==> src/rtl/vcd_change_recorder.sv <==
// vcd_change_recorder: logs {ts, channel, value} on masked channel changes into a valid/ready FIFO.
// Build option REC_DUMPALL_EN: enable rise snapshots every masked channel as ts=0 entries.

module vcd_ch_slot #(
  parameter int CH_W = 8,
  parameter int TS_W = 16
) (
  input  logic            clk_i,
  input  logic            rst_ni,
  input  logic            load_i,
  input  logic            snap_i,
  input  logic            detect_i,
  input  logic            clr_i,
  input  logic            mask_i,
  input  logic            grant_i,
  input  logic [CH_W-1:0] data_i,
  input  logic [TS_W-1:0] ts_i,
  output logic            pend_o,
  output logic [CH_W-1:0] pend_val_o,
  output logic [TS_W-1:0] pend_ts_o,
  output logic            lost_o
);
  logic [CH_W-1:0] last_q;
  logic            pend_q;
  logic [CH_W-1:0] pend_val_q;
  logic [TS_W-1:0] pend_ts_q;
  logic            chg;

  // last_q tracks every channel so unmasking never yields a stale change
  assign chg    = detect_i && mask_i && (data_i != last_q);
  assign lost_o = chg && pend_q && !grant_i;

  always_ff @(posedge clk_i or negedge rst_ni) begin
    if (!rst_ni) begin
      last_q     <= '0;
      pend_q     <= 1'b0;
      pend_val_q <= '0;
      pend_ts_q  <= '0;
    end else begin
      if (load_i || detect_i) last_q <= data_i;
      if (load_i && snap_i && mask_i) begin
        pend_q     <= 1'b1;
        pend_val_q <= data_i;
        pend_ts_q  <= '0;
      end else if (clr_i || !mask_i) begin
        pend_q <= 1'b0;
      end else if (chg) begin
        pend_q     <= 1'b1;
        pend_val_q <= data_i;
        pend_ts_q  <= ts_i;
      end else if (grant_i) begin
        pend_q <= 1'b0;
      end
    end
  end

  assign pend_o     = pend_q;
  assign pend_val_o = pend_val_q;
  assign pend_ts_o  = pend_ts_q;
endmodule

module vcd_change_recorder #(
  parameter int NUM_CH = 4,
  parameter int CH_W   = 8,
  parameter int DEPTH  = 16,
  parameter int TS_W   = 16,
  parameter int CI_W   = $clog2(NUM_CH),
  parameter int CNT_W  = $clog2(DEPTH) + 1
) (
  input  logic                   clk_i,
  input  logic                   rst_ni,
  input  logic                   enable_i,
  input  logic [NUM_CH-1:0]      ch_mask_i,
  input  logic [NUM_CH*CH_W-1:0] ch_data_i,
  output logic                   rd_valid_o,
  input  logic                   rd_ready_i,
  output logic [TS_W-1:0]        rd_ts_o,
  output logic [CI_W-1:0]        rd_ch_o,
  output logic [CH_W-1:0]        rd_val_o,
  output logic [CNT_W-1:0]       count_o,
  output logic                   overflow_o,
  input  logic                   clr_ovf_i
);
  localparam int AW = $clog2(DEPTH);

  typedef enum logic [1:0] {IDLE, DUMP, RUN} state_e;
  typedef struct packed {
    logic [TS_W-1:0] ts;
    logic [CI_W-1:0] ch;
    logic [CH_W-1:0] val;
  } entry_t;

`ifdef REC_DUMPALL_EN
  localparam logic SNAP = 1'b1;
`else
  localparam logic SNAP = 1'b0;
`endif

  state_e                      state_q;
  logic [TS_W-1:0]             ts_q;
  logic [AW-1:0]               wr_ptr_q, rd_ptr_q;
  logic [CNT_W-1:0]            count_q, count_d;
  logic                        ovf_q;
  entry_t                      mem_q [DEPTH];

  logic                        load, active, detect;
  logic [NUM_CH-1:0]           pend, req, grant, lost;
  logic [NUM_CH-1:0][CH_W-1:0] pend_val;
  logic [NUM_CH-1:0][TS_W-1:0] pend_ts;
  logic [CI_W-1:0]             sel;
  logic                        full, pop, wr;
  entry_t                      head;

  assign load   = (state_q == IDLE) && enable_i;
  assign active = (state_q != IDLE) && enable_i;
  assign detect = (state_q == RUN) && enable_i;

  for (genvar i = 0; i < NUM_CH; i++) begin : g_ch
    vcd_ch_slot #(.CH_W(CH_W), .TS_W(TS_W)) u_slot (
      .clk_i      (clk_i),
      .rst_ni     (rst_ni),
      .load_i     (load),
      .snap_i     (SNAP),
      .detect_i   (detect),
      .clr_i      (!active),
      .mask_i     (ch_mask_i[i]),
      .grant_i    (grant[i]),
      .data_i     (ch_data_i[i*CH_W +: CH_W]),
      .ts_i       (ts_q),
      .pend_o     (pend[i]),
      .pend_val_o (pend_val[i]),
      .pend_ts_o  (pend_ts[i]),
      .lost_o     (lost[i])
    );
  end

  assign req  = pend & ch_mask_i;
  assign full = (count_q == CNT_W'(DEPTH));
  assign pop  = (count_q != '0) && rd_ready_i;
  // a full FIFO still accepts a write when the head leaves in the same cycle
  assign wr   = active && (|req) && (!full || pop);

  always_comb begin
    sel   = '0;
    grant = '0;
    for (int i = NUM_CH - 1; i >= 0; i--)
      if (req[i]) sel = CI_W'(i);
    if (wr) grant[sel] = 1'b1;
  end

  assign count_d = count_q + CNT_W'(wr) - CNT_W'(pop);

  always_ff @(posedge clk_i or negedge rst_ni) begin
    if (!rst_ni) begin
      state_q  <= IDLE;
      ts_q     <= '0;
      wr_ptr_q <= '0;
      rd_ptr_q <= '0;
      count_q  <= '0;
      ovf_q    <= 1'b0;
    end else begin
      case (state_q)
        IDLE:    if (enable_i) state_q <= DUMP;
        DUMP:    state_q <= enable_i ? RUN : IDLE;
        RUN:     if (!enable_i) state_q <= IDLE;
        default: state_q <= IDLE;
      endcase
      if (load)        ts_q <= '0;
      else if (active) ts_q <= ts_q + TS_W'(1);
      if (wr)  wr_ptr_q <= wr_ptr_q + AW'(1);
      if (pop) rd_ptr_q <= rd_ptr_q + AW'(1);
      count_q <= count_d;
      if (|lost)          ovf_q <= 1'b1;
      else if (clr_ovf_i) ovf_q <= 1'b0;
    end
  end

  always_ff @(posedge clk_i) begin
    if (wr) mem_q[wr_ptr_q] <= '{ts: pend_ts[sel], ch: sel, val: pend_val[sel]};
  end

  assign head       = mem_q[rd_ptr_q];
  assign rd_valid_o = (count_q != '0);
  assign rd_ts_o    = rd_valid_o ? head.ts  : '0;
  assign rd_ch_o    = rd_valid_o ? head.ch  : '0;
  assign rd_val_o   = rd_valid_o ? head.val : '0;
  assign count_o    = count_q;
  assign overflow_o = ovf_q;
endmodule

==> config.mk <==
export PLATFORM = sky130hd
export DESIGN_NAME = vcd_change_recorder
export DESIGN_NICKNAME = d
export VERILOG_FILES = /design/src/rtl/vcd_change_recorder.sv
export SDC_FILE = /design/constraint.sdc
export NUM_CORES = 1
export LEC_CHECK = 0
export CAP_MARGIN = 20
export CORE_ASPECT_RATIO = 1.1
export CORE_MARGIN = 3
export CORE_UTILIZATION = 55
export CTS_BUF_LIST = sky130_fd_sc_hd__clkbuf_2 sky130_fd_sc_hd__clkbuf_4 sky130_fd_sc_hd__clkbuf_8
export DETAILED_ROUTE_END_ITERATION = 7
export GPL_TIMING_DRIVEN = 1
export PLACE_DENSITY_LB_ADDON = 0.1
export SYNTH_ARGS = -nofsm -noshare
export SYNTH_HDL_FRONTEND = slang
export SYNTH_SLANG_ARGS = --single-unit
==> constraint.sdc <==
create_clock -name clk_i -period 12.2 [get_ports clk_i]
set_clock_uncertainty 0.15 [all_clocks]
set_input_delay 1.83 -clock clk_i [delete_from_list [all_inputs] [get_ports clk_i]]
set_output_delay 1.83 -clock clk_i [all_outputs]
set_load 0.01 [all_outputs]
==> impl_metrics.json, run 1 <==
{
  "status": "complete, no violations",
  "io_buffers": 73,
  "antenna_cells": 0,
  "cts_made_buffers": 90,
  "routed_wirelength_um": 48580,
  "slowest_delay_ns": 0.97,
  "synthDistinctLibCells": 39,
  "fin_nets": 1426,
  "firstDrtPassIters": 5,
  "synth_cells": 1219,
  "multi_input_area_um2": 6554,
  "antenna_found_initial": 0,
  "async_flop_share_pct": 28.28,
  "grt_pass1_vias": 12370,
  "p_comb_share_pct": 24.1,
  "final.setup.tns_ns": 0,
  "grt-ovfl-total": 0,
  "fin_crit_ns": 6.808,
  "cts_buffer_depth": 3,
  "p_seq_share_pct": 46.5,
  "crit_type": "flip-flop to output port",
  "vias_per_cell": 5.828,
  "cpMaxStageDelayCell": "dfrtp_4",
  "clock_latency_ns": 0.65,
  "drtIter0Drc": 797,
  "start_util_pct": 56.22,
  "powerDensity_nw_per_um2": 198.8,
  "crit_required_ns": 10.22,
  "vias": 11680,
  "grt_pass1_wl_um": 75120,
  "grt_max_degree": 93,
  "max_cap_viol_count": 0,
  "syn_nets": 1273,
  "switching_share_pct": 27.25,
  "synthesis.area_um2": 23430,
  "ys_ff_latch": 580,
  "drive_above_1_share_pct": 33.24,
  "drc": 0,
  "power_frac_clock_pct": 29.4,
  "end_kind": "output port",
  "die_area_um2": 45110,
  "fp-row-count": 78,
  "cts_max_level": 3,
  "cp_num_buf_inv": 3,
  "die_y_um": 222.5,
  "cts_sinks": 580,
  "ant_nets": 0,
  "synth_edf_count": 416,
  "synth.avg_cell_area_um2": 19.22,
  "yosysSeqAreaShare_pct": 70.84,
  "ioPinCount": 74,
  "cts-resized-gates": 0,
  "cp_top_family": "buffers and inverters",
  "synth_top_flop_cell": "edfxtp_1",
  "synth_top_area_cell": "edfxtp_1",
  "regArea_um2": 16600,
  "yosysWarningCount": 0,
  "clkSlewWorstSetupHoldPaths_ns": 0.06,
  "final_util_pct": 64.31,
  "worstPathArrival_ns": 4.83,
  "cts_setup_buffers": 0,
  "grtUsageTotal_pct": 22.28,
  "p_leak_nw": 10.01,
  "die_w_um": 202.8,
  "synthTopCellsByArea": "edfxtp_1 53%, dfrtp_1 18%, mux4_2 12%, mux2_2 6.2%, xor2_1 1.7%",
  "wl_per_cell_um": 24.24,
  "cts_tree": "yes",
  "place_congestion": 0.7421,
  "slew_violations": 0,
  "grt_setup_unrepaired": "no",
  "place_hpwl_um": 26560,
  "synth_top_cell_area_share_pct": 53.32,
  "startpoint_type": "flip-flop",
  "ir_worst_vdd_mv": 0.1120,
  "setup_viol": 0,
  "cts_root_buf": "clkbuf_8",
  "min_path_type": "flip-flop to flip-flop",
  "hold_viol_final": 0,
  "cts_hold_buf": 0,
  "period_share_pct": 55.81,
  "relSlewSlack_pct": 33.59,
  "fmax_mhz": 146.9,
  "path_max_fanout": 40,
  "p_sw_mw": 1.452,
  "p_int_mw": 3.877,
  "fillCellCount": 2934,
  "fp.coreArea_um2": 41670,
  "area_growth_pct": 14.39,
  "path_cells": "buf_4 -> buf_4 -> mux4_2 -> mux4_2 -> nor2b_1 -> clkdlybuf4s50_1",
  "tightest_slew_ns": 0.9961
}
## layout make-up
class / instances / area share (%)
Sequential cell: 580 / 61.96
Inverter: 16 / 0.2241
Multi-Input combinational cell: 559 / 24.45
Timing Repair Buffer: 125 / 4.202
Clock buffer: 128 / 5.803
Clock inverter: 36 / 0.7470
Tap cell: 560 / 2.614
## path summary, 6_finish.rpt
check | slack (ns) | startpoint | end | depth (start not counted)
worst max-delay path | 5.39 | rd_ptr_q[0]$_DFFE_PN0N_ | rd_ts_o[2] | 6
max in group asynchronous | 9.20 | rst_ni | rd_ptr_q[0]$_DFFE_PN0N_ | 2
worst min-delay path | 0.35 | g_ch[0].u_slot.pend_ts_o[7]$_DFFE_PN0P_ | g_ch[0].u_slot.pend_ts_o[7]$_DFFE_PN0P_ | 1
min in group asynchronous | 1.11 | rst_ni | g_ch[1].u_slot.last_q[2]$_DFFE_PN0P_ | 1
worst max register to register | 8.43 | count_o[3]$_DFF_PN0_ | count_o[4]$_DFF_PN0_ | 14
worst min register to register | 0.35 | g_ch[0].u_slot.pend_ts_o[7]$_DFFE_PN0P_ | g_ch[0].u_slot.pend_ts_o[7]$_DFFE_PN0P_ | 1
## layout by cell type (no fill, tap or decap), drive strengths merged, types with 2 or more instances in the layout
| master | netlist | final |
|---|---|---|
| nor2 | 24 | 24 |
| and3 | 3 | 3 |
| mux4 | 130 | 130 |
| nand3 | 8 | 8 |
| nor3 | 4 | 4 |
| o21ai | 29 | 29 |
| xor2 | 45 | 45 |
| a21oi | 14 | 14 |
| mux2i | 25 | 25 |
| ha | 12 | 12 |
| nand2 | 25 | 25 |
| and2 | 10 | 10 |
| o21a | 2 | 2 |
| clkdlybuf4s50 | 0 | 72 |
| nand4 | 5 | 5 |
| clkinvlp | 0 | 3 |
| nor3b | 2 | 2 |
| nor2b | 33 | 33 |
| clkinv | 0 | 30 |
| a2111oi | 3 | 3 |
| clkbuf | 33 | 128 |
| nor4 | 11 | 11 |
| dfrtp | 164 | 164 |
| edfxtp | 416 | 416 |
| mux2 | 129 | 129 |
| buf | 31 | 53 |
| inv | 16 | 18 |
| xnor2 | 11 | 11 |
| a22oi | 26 | 26 |
## synthesized netlist by cell type (16+ instances only)
cell and instances:
mux4_2 130, mux2_2 129, dfrtp_1 164, buf_2 23
xor2_1 45, mux2i_1 25, a22oi_1 26, nand2_1 24
nor2_1 24, clkbuf_1 33, inv_1 16, nor2b_1 33
edfxtp_1 416, o21ai_0 28
## layer usage
layer	share of wire, %	global-route usage, %	wire length, um
met2	51	37.25	24820
met3	5.4	3.531	2611
met4	2.0	7.266	987
met1	41	30.45	20160
met5	0	0	0
## metrics by stage
step / setup slack, ns / cell area, um2 / instances / hold slack [ns] / power (mW)
after floorplan: 6.116 / 23430 / 1219 / 0.3287 / 3.357
after global placement: 5.954 / 25030 / 1839 / 0.3363 / 3.801
after detailed placement: 5.948 / 25050 / 1840 / 0.3424 / 3.828
after CTS: 5.223 / 26800 / 2004 / 0.3554 / 5.396
after global routing: 5.026 / 26800 / 2004 / 0.3683 / 5.587
final: 5.392 / 26800 / 2004 / 0.3537 / 5.329
## sequential cells by signal, indices dropped and copies added (netlist names)
signal / count
state_q: 2
g_ch.u_slot.pend_val_o: 32
rd_ptr_q: 4
overflow_o: 1
count_o: 5
wr_ptr_q: 4
mem_q: 416
g_ch.u_slot.last_q: 32
ts_q: 16
g_ch.u_slot.pend_ts_o: 64
g_ch.u_slot.pend_o: 4
## cell families (layout without fill, tap and decap cells)
group                    Yosys count  in the layout  synth area share, %
buffers and inverters             80            305                1.565
adder cells (fa/ha/maj)           13             13               0.7263
AND/OR/NAND/NOR                  129            129                2.921
multiplexers                     284            284                19.77
XOR/XNOR                          56             56                2.093
AO/OA/AOI/OAI                     77             77                2.093
flip-flops                       580            580                70.84
## power groups by stage
| stage | combinational [mW] | sequential [mW] | clock (mW) |
|---|---|---|---|
| after detailed placement | 1.31 | 2.52 | 0 |
| after floorplan | 0.942 | 2.42 | 0 |
| after global placement | 1.29 | 2.52 | 0 |
| final | 1.29 | 2.48 | 1.57 |
| after CTS | 1.31 | 2.48 | 1.61 |
| after global routing | 1.39 | 2.50 | 1.69 |
## worst register-to-register path, delay by kind of cell, from the launching register on
kind,cells,cell delay (ns)
and+or+nand+nor,5,1.19
DFF,1,0.40
AOI/OAI and AO/OA,1,0.15
xor gates and xnor gates,1,0.12
adders and majority gates,4,1.14
buffers and inverters,3,0.56
Note: power is estimated with default switching activity, not from simulation.
==> run 2: changes to the inputs <==
Clock period 12.2 ns to 5.7 ns, I/O delays scaled along.
==> run 2 against run 1 <==
Register-to-register slack got worse by 6.1 ns. Cell count increased by 0.30%. Critical path depth decreased by 1. Count of clock-buffer cells in the layout decreased by 3. Non-clock buffer count increased by 10. Combinational power increased by 110%. Global-route usage decreased by 0.26 points. Core utilization increased by 0.26 points. Clock power increased by 110%. Critical endpoint is now rd_ts_o[3]. Highest routed layer unchanged.
==> impl_metrics.json, run 2 (synthesized netlist as in run 1, its figures left out) <==
{
  "drc": 0,
  "cts_sinks": 580,
  "cts_root_buf": "clkbuf_8",
  "drive_above_1_share_pct": 33.54,
  "vias_per_cell": 5.802,
  "slew_violations": 0,
  "hold_viol_final": 0,
  "cts_max_level": 3,
  "fp.coreArea_um2": 41670,
  "crit_required_ns": 4.70,
  "status": "complete, no violations",
  "vias": 11660,
  "switching_share_pct": 27.20,
  "min_path_type": "primary input to asynchronous set/reset pin",
  "p_sw_mw": 3.114,
  "antenna_found_initial": 0,
  "die_y_um": 222.5,
  "layout_commonest_cell": "edfxtp_1",
  "clock_latency_ns": 0.64,
  "grt-ovfl-total": 0,
  "place_congestion": 0.7608,
  "end_kind": "output port",
  "worstPathArrival_ns": 3.69,
  "p_comb_share_pct": 24.0,
  "cts_hold_buf": 0,
  "place_hpwl_um": 28380,
  "rr_startpoint": "count_o[3]$_DFF_PN0_",
  "fp-row-count": 78,
  "ioPinCount": 74,
  "grt_pass1_vias": 12450,
  "drt-met1-wl_um": 21100,
  "setup_viol": 0,
  "final_util_pct": 64.57,
  "r2r-end": "mem_q[12][24]$_DFFE_PP_",
  "cts-resized-gates": 0,
  "period_share_pct": 82.34,
  "firstDrtPassIters": 5,
  "power_frac_clock_pct": 29.3,
  "cts_tree": "yes",
  "routed.top_layer": "met4",
  "clkSlewWorstSetupHoldPaths_ns": 0.06,
  "startpoint_type": "flip-flop",
  "fin_nets": 1435,
  "cts_made_buffers": 89,
  "wl_per_cell_um": 24.01,
  "die_area_um2": 45110,
  "drtIter0Drc": 728,
  "crit_type": "flip-flop to output port",
  "wl_met2_um": 23690,
  "largest_reg_flops": 416,
  "grtUsageTotal_pct": 22.02,
  "final.setup.tns_ns": 0,
  "path_max_fanout": 47,
  "top_register": "mem_q",
  "max_cap_viol_count": 0,
  "p_seq_share_pct": 46.8,
  "r2r_cells": 8,
  "fillCellCount": 2946,
  "start_util_pct": 56.22,
  "r2r_setup_slack_ns": 2.34,
  "ir_worst_vdd_mv": 0.2344,
  "fin_crit_ns": 4.694,
  "area_growth_pct": 14.86,
  "relSlewSlack_pct": 35.28,
  "grt_setup_unrepaired": "no",
  "powerDensity_nw_per_um2": 425.4,
  "fmax_mhz": 213.1,
  "p_int_mw": 8.334,
  "grt_max_degree": 79,
  "postPlaceCellArea_um2": 25150,
  "p_leak_nw": 10.08,
  "cts_setup_buffers": 0,
  "cts_buffer_depth": 3,
  "routed_wirelength_um": 48270,
  "dr_wl_met3_um": 2239,
  "fin_area_um2": 26910,
  "io_buffers": 73,
  "ant_nets": 0,
  "die_w_um": 202.8,
  "final_cell_mix": "416 x edfxtp_1, 161 x dfrtp_1, 130 x mux4_2",
  "grt_pass1_wl_um": 74930,
  "tightest_slew_ns": 0.9708
}
==> run 2: changes by cell type in the layout (fill, tap and decap cells not counted), sizes merged <==
cell / delta
clkbuf: -3
bufinv: +1
inv: -1
clkinvlp: -2
diode: +1
buf: +10
==> run 2: layer usage <==
layer,up-vias,GRT usage (%)
met1,6140,31.45
met3,92,3.575
li1,5143,-
met4,0,7.646
met5,-,0
met2,287,35.12
==> run 2: metrics by stage <==
stage | cells | power, mW | setup slack, ns | hold slack, ns
final | 2010 | 11.45 | 1.006 | 0.08436
after global routing | 2009 | 12.00 | 0.7950 | 0.1138
after floorplan | 1219 | 7.186 | 0.5914 | 0.3287
after global placement | 1846 | 8.192 | 1.513 | 0.3368
after CTS | 2007 | 11.60 | 0.8819 | 0.06628
after detailed placement | 1848 | 8.244 | 1.471 | 0.3425
==> run 2: worst max-delay path: stages (launching register included) <==
cell and delay [ns]:
dfrtp_4 0.87, buf_12 0.41, mux4_2 0.57, mux4_2 0.51, nor2b_1 0.16, clkdlybuf4s50_1 0.49
==> run 2: how the worst max path moves through the flow <==
stage                     cells after the start                     from                     to
after detailed placement                     12                 enable_i   count_o[4]$_DFF_PN0_
after floorplan                               5                 enable_i  mem_q[2][0]$_DFFE_PP_
final                                         5  rd_ptr_q[0]$_DFFE_PN0N_             rd_ts_o[3]
after CTS                                     5  rd_ptr_q[0]$_DFFE_PN0N_             rd_ts_o[3]
after global routing                          5  rd_ptr_q[0]$_DFFE_PN0N_            rd_ts_o[12]
after global placement                       12                 enable_i   count_o[4]$_DFF_PN0_
==> run 2: final cells by class <==
type | count | area (um2) | area share [%]
Sequential cell | 580 | 16600 | 61.71
Multi-Input combinational cell | 559 | 6549 | 24.34
Inverter | 16 | 60.06 | 0.2232
Clock buffer | 125 | 1533 | 5.696
Clock inverter | 34 | 202.7 | 0.7532
Tap cell | 560 | 700.7 | 2.604
Antenna cell | 1 | 2.502 | 0.009299
Timing Repair Buffer | 135 | 1257 | 4.673
==> run 2: power by group through the flow <==
| stage | clock network, mW | registers [mW] | logic [mW] |
|---|---|---|---|
| after floorplan | 0 | 5.17 | 2.02 |
| after global placement | 0 | 5.44 | 2.75 |
| after detailed placement | 0 | 5.45 | 2.80 |
| after CTS | 3.44 | 5.36 | 2.79 |
| after global routing | 3.63 | 5.41 | 2.96 |
| final | 3.35 | 5.35 | 2.75 |
